[src/rtl/pool2d_stream.sv]
// pool2d_stream: streaming KxK non-overlapping pooling engine with a per-output-column line buffer.
// Define POOL2D_AVG_EN to make average pooling available via pool_mode; otherwise the block is max-only.
module pool2d_stream #(
  parameter int DATA_WIDTH = 8,
  parameter int CHANNELS   = 4,
  parameter int POOL_K     = 2,
  parameter int IMG_W_MAX  = 64,
  parameter int IMG_H_MAX  = 64
) (
  input  logic                             clk,
  input  logic                             rst_n,
  input  logic                             start,
  input  logic [$clog2(IMG_W_MAX+1)-1:0]   img_w,
  input  logic [$clog2(IMG_H_MAX+1)-1:0]   img_h,
  input  logic                             pool_mode,
  input  logic                             in_valid,
  output logic                             in_ready,
  input  logic [CHANNELS*DATA_WIDTH-1:0]   in_data,
  output logic                             out_valid,
  input  logic                             out_ready,
  output logic [CHANNELS*DATA_WIDTH-1:0]   out_data,
  output logic                             busy,
  output logic                             frame_done,
  output logic                             cfg_err
);
  localparam int WW   = $clog2(IMG_W_MAX+1);
  localparam int HW   = $clog2(IMG_H_MAX+1);
  localparam int LOGK = $clog2(POOL_K);
  localparam int NOC  = IMG_W_MAX / POOL_K;
  localparam int OCW  = (NOC > 1) ? $clog2(NOC) : 1;
`ifdef POOL2D_AVG_EN
  localparam int ACC_W = DATA_WIDTH + 2*LOGK;
`else
  localparam int ACC_W = DATA_WIDTH;
`endif
  localparam int DW_ALL = CHANNELS*DATA_WIDTH;
  localparam int AW_ALL = CHANNELS*ACC_W;
  localparam logic [WW-1:0] W_MASK = ~WW'(POOL_K-1);
  localparam logic [HW-1:0] H_MASK = ~HW'(POOL_K-1);

  typedef enum logic {IDLE, RUN} state_t;

  state_t              state_q, state_d;
  logic [WW-1:0]       col_q, col_d, w_q, w_d;
  logic [HW-1:0]       row_q, row_d, h_q, h_d;
  logic                out_valid_q, out_valid_d;
  logic [DW_ALL-1:0]   out_data_q, out_data_d;
  logic                frame_done_q, frame_done_d;
  logic                cfg_err_q, cfg_err_d;
`ifdef POOL2D_AVG_EN
  logic                mode_q, mode_d;
`else
  logic                unused_pool_mode;
  assign unused_pool_mode = pool_mode;
`endif

  logic [AW_ALL-1:0]   lbuf_q [NOC];
  logic [AW_ALL-1:0]   acc_new;
  logic [DW_ALL-1:0]   result;
  logic                lbuf_we;
  logic                hs, cfg_ok, in_win, win_first, win_last, last_col, last_pix;
  logic [OCW-1:0]      oc;

  assign in_ready   = (state_q == RUN) && (!out_valid_q || out_ready);
  assign hs         = in_valid && in_ready;
  assign oc         = OCW'(col_q >> LOGK);
  assign cfg_ok     = (img_w >= WW'(POOL_K)) && (img_w <= WW'(IMG_W_MAX)) &&
                      (img_h >= HW'(POOL_K)) && (img_h <= HW'(IMG_H_MAX));
  // Pixels beyond the last whole window in either direction are dropped.
  assign in_win     = (col_q < (w_q & W_MASK)) && (row_q < (h_q & H_MASK));
  assign win_first  = (col_q[LOGK-1:0] == '0) && (row_q[LOGK-1:0] == '0);
  assign win_last   = (&col_q[LOGK-1:0]) && (&row_q[LOGK-1:0]);
  assign last_col   = (col_q == w_q - 1'b1);
  assign last_pix   = last_col && (row_q == h_q - 1'b1);

  assign busy       = (state_q == RUN);
  assign out_valid  = out_valid_q;
  assign out_data   = out_data_q;
  assign frame_done = frame_done_q;
  assign cfg_err    = cfg_err_q;

  always_comb begin
    acc_new = '0;
    result  = '0;
    for (int unsigned c = 0; c < CHANNELS; c++) begin
      logic signed [ACC_W-1:0] px, prev, acc;
`ifdef POOL2D_AVG_EN
      logic signed [ACC_W-1:0] shifted;
`endif
      px   = ACC_W'(signed'(in_data[c*DATA_WIDTH +: DATA_WIDTH]));
      prev = lbuf_q[oc][c*ACC_W +: ACC_W];
      acc  = px;
      if (win_first)
        acc = px;
`ifdef POOL2D_AVG_EN
      else if (mode_q)
        acc = prev + px;
`endif
      else
        acc = (px > prev) ? px : prev;
      acc_new[c*ACC_W +: ACC_W] = acc;
`ifdef POOL2D_AVG_EN
      // Arithmetic shift floors toward -inf; the quotient always fits DATA_WIDTH.
      shifted = mode_q ? (acc >>> (2*LOGK)) : acc;
      result[c*DATA_WIDTH +: DATA_WIDTH] = shifted[DATA_WIDTH-1:0];
`else
      result[c*DATA_WIDTH +: DATA_WIDTH] = acc[DATA_WIDTH-1:0];
`endif
    end
  end

  always_comb begin
    state_d      = state_q;
    col_d        = col_q;
    row_d        = row_q;
    w_d          = w_q;
    h_d          = h_q;
    out_valid_d  = out_valid_q && !out_ready;
    out_data_d   = out_data_q;
    frame_done_d = 1'b0;
    cfg_err_d    = 1'b0;
    lbuf_we      = 1'b0;
`ifdef POOL2D_AVG_EN
    mode_d       = mode_q;
`endif
    case (state_q)
      IDLE: begin
        if (start) begin
          if (cfg_ok) begin
            state_d = RUN;
            w_d     = img_w;
            h_d     = img_h;
            col_d   = '0;
            row_d   = '0;
`ifdef POOL2D_AVG_EN
            mode_d  = pool_mode;
`endif
          end else begin
            cfg_err_d = 1'b1;
          end
        end
      end
      RUN: begin
        if (hs) begin
          if (in_win) begin
            if (win_last) begin
              out_valid_d = 1'b1;
              out_data_d  = result;
            end else begin
              lbuf_we = 1'b1;
            end
          end
          if (last_col) begin
            col_d = '0;
            row_d = row_q + 1'b1;
          end else begin
            col_d = col_q + 1'b1;
          end
          if (last_pix) begin
            state_d      = IDLE;
            frame_done_d = 1'b1;
            col_d        = '0;
            row_d        = '0;
          end
        end
      end
      default: state_d = IDLE;
    endcase
  end

  always_ff @(posedge clk or negedge rst_n) begin
    if (!rst_n) begin
      state_q      <= IDLE;
      col_q        <= '0;
      row_q        <= '0;
      w_q          <= '0;
      h_q          <= '0;
      out_valid_q  <= 1'b0;
      out_data_q   <= '0;
      frame_done_q <= 1'b0;
      cfg_err_q    <= 1'b0;
`ifdef POOL2D_AVG_EN
      mode_q       <= 1'b0;
`endif
    end else begin
      state_q      <= state_d;
      col_q        <= col_d;
      row_q        <= row_d;
      w_q          <= w_d;
      h_q          <= h_d;
      out_valid_q  <= out_valid_d;
      out_data_q   <= out_data_d;
      frame_done_q <= frame_done_d;
      cfg_err_q    <= cfg_err_d;
`ifdef POOL2D_AVG_EN
      mode_q       <= mode_d;
`endif
    end
  end

  always_ff @(posedge clk) begin
    if (lbuf_we) lbuf_q[oc] <= acc_new;
  end

endmodule
[config.mk]
export PLATFORM = sky130hd
export DESIGN_NAME = pool2d_stream
export DESIGN_NICKNAME = d
export VERILOG_FILES = /design/src/rtl/pool2d_stream.sv
export SDC_FILE = /design/constraint.sdc
export NUM_CORES = 1
export LEC_CHECK = 0
export ABC_AREA = 1
export BUFFER_PORTS_ARGS = -buffer_cell sky130_fd_sc_hd__buf_2
export CAP_MARGIN = 20
export CELL_PAD_IN_SITES_DETAIL_PLACEMENT = 0
export CELL_PAD_IN_SITES_GLOBAL_PLACEMENT = 1
export CORE_MARGIN = 2
export CORE_UTILIZATION = 27
export CTS_CLUSTER_DIAMETER = 60
export CTS_CLUSTER_SIZE = 30
export DETAILED_ROUTE_END_ITERATION = 10
export GPL_TIMING_DRIVEN = 1
export HOLD_SLACK_MARGIN = 0.03
export PLACE_DENSITY_LB_ADDON = 0.1
export SYNTH_ARGS = -nofsm -noshare
export SYNTH_HDL_FRONTEND = slang
export SYNTH_SLANG_ARGS = --single-unit
[constraint.sdc]
create_clock -name clk -period 4.7 [get_ports clk]
set_clock_uncertainty 0.05 [all_clocks]
set_input_delay 0.235 -clock clk [delete_from_list [all_inputs] [get_ports clk]]
set_output_delay 0.235 -clock clk [all_outputs]
set_load 0.01 [all_outputs]
==> out/qor.csv <==
metric;value;unit
final count of hold timing violations;0;
chain of cells forming the critical path;inv_16 > buf_12 > nand2_1 > nand2_1 > nand2_1 > nand2_1 > nand2_1 > nand2_1 > nor2_1 > nand2_1 > inv_1 > ha_1 > nand2_1 > nand2_1 > nand2_1 > nand2_1 > nor2_1 > nand3_1 > nand3_1 > nand2_1 > nand2_1 > nand2_1 > nand2_1 > nand2_1;
Buf/Inv on CP;3;
number of nets at the end of the flow;5107;
initial antenna violation count;5;
via count of the first global-routing pass;31400;
TNS Setup;0;ns
status;finished, final reports clean;
unrepaired setup endpoints after global routing;false;
standard-cell rows;153;
crit-path leading delay family;simple AND/OR/NAND/NOR gates;
startpoint type of the worst setup path;register;
DRT Pass-1 Iters;4;
Synth async-reset ratio;5.88;%
cell mode on critical path;sky130_fd_sc_hd__nand2_1;
pins over their slew limit;0;
number of vias per cell;4.34;
multi-input gate area in the final layout;0.0138;mm^2
count of yosys warnings during synthesis;0;
antenna viol nets, final;0;
dominant cells by area after synthesis;sky130_fd_sc_hd__edfxtp_1, sky130_fd_sc_hd__nand2_1, sky130_fd_sc_hd__dfrtp_1;
Clock Tree Buf Depth;3;
cell with the largest stage delay on the worst path;sky130_fd_sc_hd__dfrtp_4;
total power;37.9;mW
Post-synth EDFFs;1024;
routed vias;32300;
drt drc;0;
core footprint;0.174;mm^2
count of final setup violators;0;
fillers;18000;
Synth-to-Final Area Change;18.7;%
wire per inst;22.0;um
synth unique cells;31;
TritonCTS Sinks;1088;
FF+latch area;0.0324;mm^2
HPWL after detailed placement;89.5;mm
gate count of the mapped netlist;4818;
gr ovfl total;0;
CTS Root Cell;sky130_fd_sc_hd__clkbuf_16;
top flip-flop cell by instance count after synthesis;sky130_fd_sc_hd__edfxtp_1;
share of the yosys chip area belonging to registers;68.3;%
MaxCap Viol Count;0;
maximum number of pins on one net before global-route repair;108;
global-route wire length before repair;233;mm
Iter 0 DRT Violations;1962;
aggregate routed wire length;164;mm
FMAX;231;MHz
actual slew at the worst max-slew pin;0.978;ns
per-instance average area after synthesis;9.82;um^2
top-area cell type share of the netlist area;65.0;%
Netlist Area Pre-Place;0.0473;mm^2
clock transition at the registers of the reported paths;0.07;ns
library cell occupying the most area in the post-synthesis netlist;sky130_fd_sc_hd__edfxtp_1;
RD Place Congestion;0.731;
total of flip-flops plus latches after synthesis;1088;
worst hold-check path type;in2reg;
fin crit period;4.32;ns
I/O pin total;89;
CP Capture Type;register;
CP max stage delay;0.63;ns
worst-case headroom to the max-slew limit;34.8;%
standby leakage power;23.7;nW
die area;0.179;mm^2
chip height;423;um
maximum ir drop on the vdd rail;0.374;mV
ratio of final minimum period to clock period;92.0;%
clk_lat worst skew;0.75;ns
Req. time, crit path;5.27;ns
Starting Density;27.2;%
all-layer global routing usage;18.2;%
type of the worst setup path;reg2reg;
clock tree from TritonCTS;yes;
P per Cell Area;676;mW/mm^2
width of the chip;423;um
Num CTS Buffers;117;
syn nets;4916;
share of final-layout standard cells stronger than drive strength 1;10.1;%
WP data arrival;4.89;ns
H-Tree Level Count;3;
biggest fanout along the worst timing path;71;
Buffers on Ports;87;
-- worst reg2reg max path: cells and delay by family (launching register included) --
family | cells | cell delay (ns)
adder cells (fa/ha/maj) | 1 | 0.29
flip-flops | 1 | 0.63
AND/OR/NAND/NOR | 20 | 2.45
buffers and inverters | 3 | 0.80
-- cell usage in the layout (no fill, tap or decap), types with 3 or more instances in the layout --
master	Yosys	final
sky130_fd_sc_hd__nand2_1	3047	3045
sky130_fd_sc_hd__edfxtp_1	1024	1024
sky130_fd_sc_hd__nor2_1	158	126
sky130_fd_sc_hd__clkbuf_16	0	119
sky130_fd_sc_hd__buf_4	3	118
sky130_fd_sc_hd__inv_1	114	114
sky130_fd_sc_hd__buf_2	137	86
sky130_fd_sc_hd__nand3_1	65	65
sky130_fd_sc_hd__dfrtp_1	64	62
sky130_fd_sc_hd__buf_12	0	52
sky130_fd_sc_hd__ha_1	46	46
sky130_fd_sc_hd__nor2_4	1	37
sky130_fd_sc_hd__dlygate4sd3_1	0	27
sky130_fd_sc_hd__inv_6	0	21
sky130_fd_sc_hd__a21oi_1	20	20
sky130_fd_sc_hd__clkinvlp_4	0	17
sky130_fd_sc_hd__nand4_1	16	16
sky130_fd_sc_hd__inv_8	0	12
sky130_fd_sc_hd__clkinv_4	0	12
sky130_fd_sc_hd__o21ai_0	11	11
sky130_fd_sc_hd__bufinv_16	0	10
sky130_fd_sc_hd__clkbuf_1	58	8
sky130_fd_sc_hd__clkinv_1	0	8
sky130_fd_sc_hd__nand2_2	5	7
sky130_fd_sc_hd__xor2_1	7	7
sky130_fd_sc_hd__nor3_4	4	5
sky130_fd_sc_hd__clkinv_8	0	5
sky130_fd_sc_hd__clkinv_2	0	5
sky130_fd_sc_hd__inv_2	5	4
sky130_fd_sc_hd__xnor2_1	4	4
sky130_fd_sc_hd__o21ai_1	3	3
-- routing by layer --
layer | GRT usage (%) | up-vias | wire length, um
li1 | - | 15900 | -
met1 | 24.8 | 15900 | 77000
met2 | 31.3 | 366 | 80300
met3 | 1.81 | 130 | 4220
met4 | 3.70 | 0 | 2270
met5 | 0 | - | 0
-- final timing paths --
kind | to | startpoint | cells after the start | slack (ns)
min in group asynchronous | row_q[0] | rst_n | 3 | 0.20
max reg2reg | out_data[16] | col_q[1] | 24 | 0.38
min reg2reg | out_data[29] | out_data[29] | 2 | 0.43
max | out_data[16] | col_q[1] | 24 | 0.38
max in group asynchronous | out_data[26] | rst_n | 3 | 3.73
min | out_data[24] | in_data[24] | 6 | 0.10
-- repair_timing --
item,CTS,global route
hold buffers,27,0
resized for setup,0,2
setup endpoints to repair,0,223
setup buffers,0,2
hold endpoints to repair,89,0
-- kinds of logic after synthesis --
| logic type | after synthesis | share of synthesized area, % |
|---|---|---|
| compound gates | 37 | 0.423 |
| xor+xnor | 11 | 0.204 |
| fa+ha+maj | 46 | 1.22 |
| buf+inv | 332 | 3.15 |
| flops | 1088 | 68.3 |
| simple gates | 3304 | 26.7 |
-- state kept, by name, summed over array words and instances, names as in the netlist --
register	flops
h_q	7
frame_done	1
out_valid	1
row_q	7
out_data	32
w_q	7
col_q	7
cfg_err	1
lbuf_q	1024
busy	1
-- per-stage QoR --
| stage | worst slack (ns) | utilization, % | instance area (um^2) | cells | hold WS (ns) |
|---|---|---|---|---|---|
| after floorplan | 1.26 | - | 47300 | 4818 | -0.111 |
| after global placement | 0.270 | 29.8 | 51800 | 7185 | 0.0362 |
| after detailed placement | 0.264 | 29.8 | 51800 | 7186 | 0.0361 |
| after CTS | 0.222 | 32.2 | 56100 | 7431 | 0.0491 |
| after global routing | 0.0139 | 32.3 | 56200 | 7433 | 0.117 |
| final | 0.377 | 32.3 | 56200 | 7434 | 0.101 |
-- report_power, final --
| group | internal (mW) | leakage (nW) | switching [mW] |
|---|---|---|---|
| logic | 3.50 | 11.7 | 10.4 |
| clock network | 5.34 | 1.91 | 4.36 |
| registers | 14.1 | 10.0 | 0.296 |
| total | 22.9 | 23.7 | 15.0 |
-- Yosys cell counts (3+ instances only) --
library cell / instances
sky130_fd_sc_hd__buf_2: 137
sky130_fd_sc_hd__xor2_1: 7
sky130_fd_sc_hd__o21ai_1: 3
sky130_fd_sc_hd__nor2_2: 4
sky130_fd_sc_hd__nand2_2: 5
sky130_fd_sc_hd__inv_2: 5
sky130_fd_sc_hd__nor3_4: 4
sky130_fd_sc_hd__nor2_1: 158
sky130_fd_sc_hd__buf_4: 3
sky130_fd_sc_hd__dfrtp_1: 64
sky130_fd_sc_hd__nand2_1: 3047
sky130_fd_sc_hd__buf_1: 6
sky130_fd_sc_hd__inv_1: 114
sky130_fd_sc_hd__buf_6: 8
sky130_fd_sc_hd__clkbuf_1: 58
sky130_fd_sc_hd__a21oi_1: 20
sky130_fd_sc_hd__nand3_1: 65
sky130_fd_sc_hd__xnor2_1: 4
sky130_fd_sc_hd__edfxtp_1: 1024
sky130_fd_sc_hd__ha_1: 46
sky130_fd_sc_hd__nand4_1: 16
sky130_fd_sc_hd__o21ai_0: 11
-- area by class of cell --
| type | count | area share (%) |
|---|---|---|
| sequential | 1088 | 57.6 |
| multi-input combinational | 3398 | 24.5 |
| clock buffer | 128 | 5.38 |
| tap | 2325 | 5.18 |
| timing repair buffer | 284 | 4.70 |
| clock inverter | 90 | 1.78 |
| inverter | 120 | 0.844 |
| antenna | 1 | 0.00446 |
(Power assumes the default switching activity.)
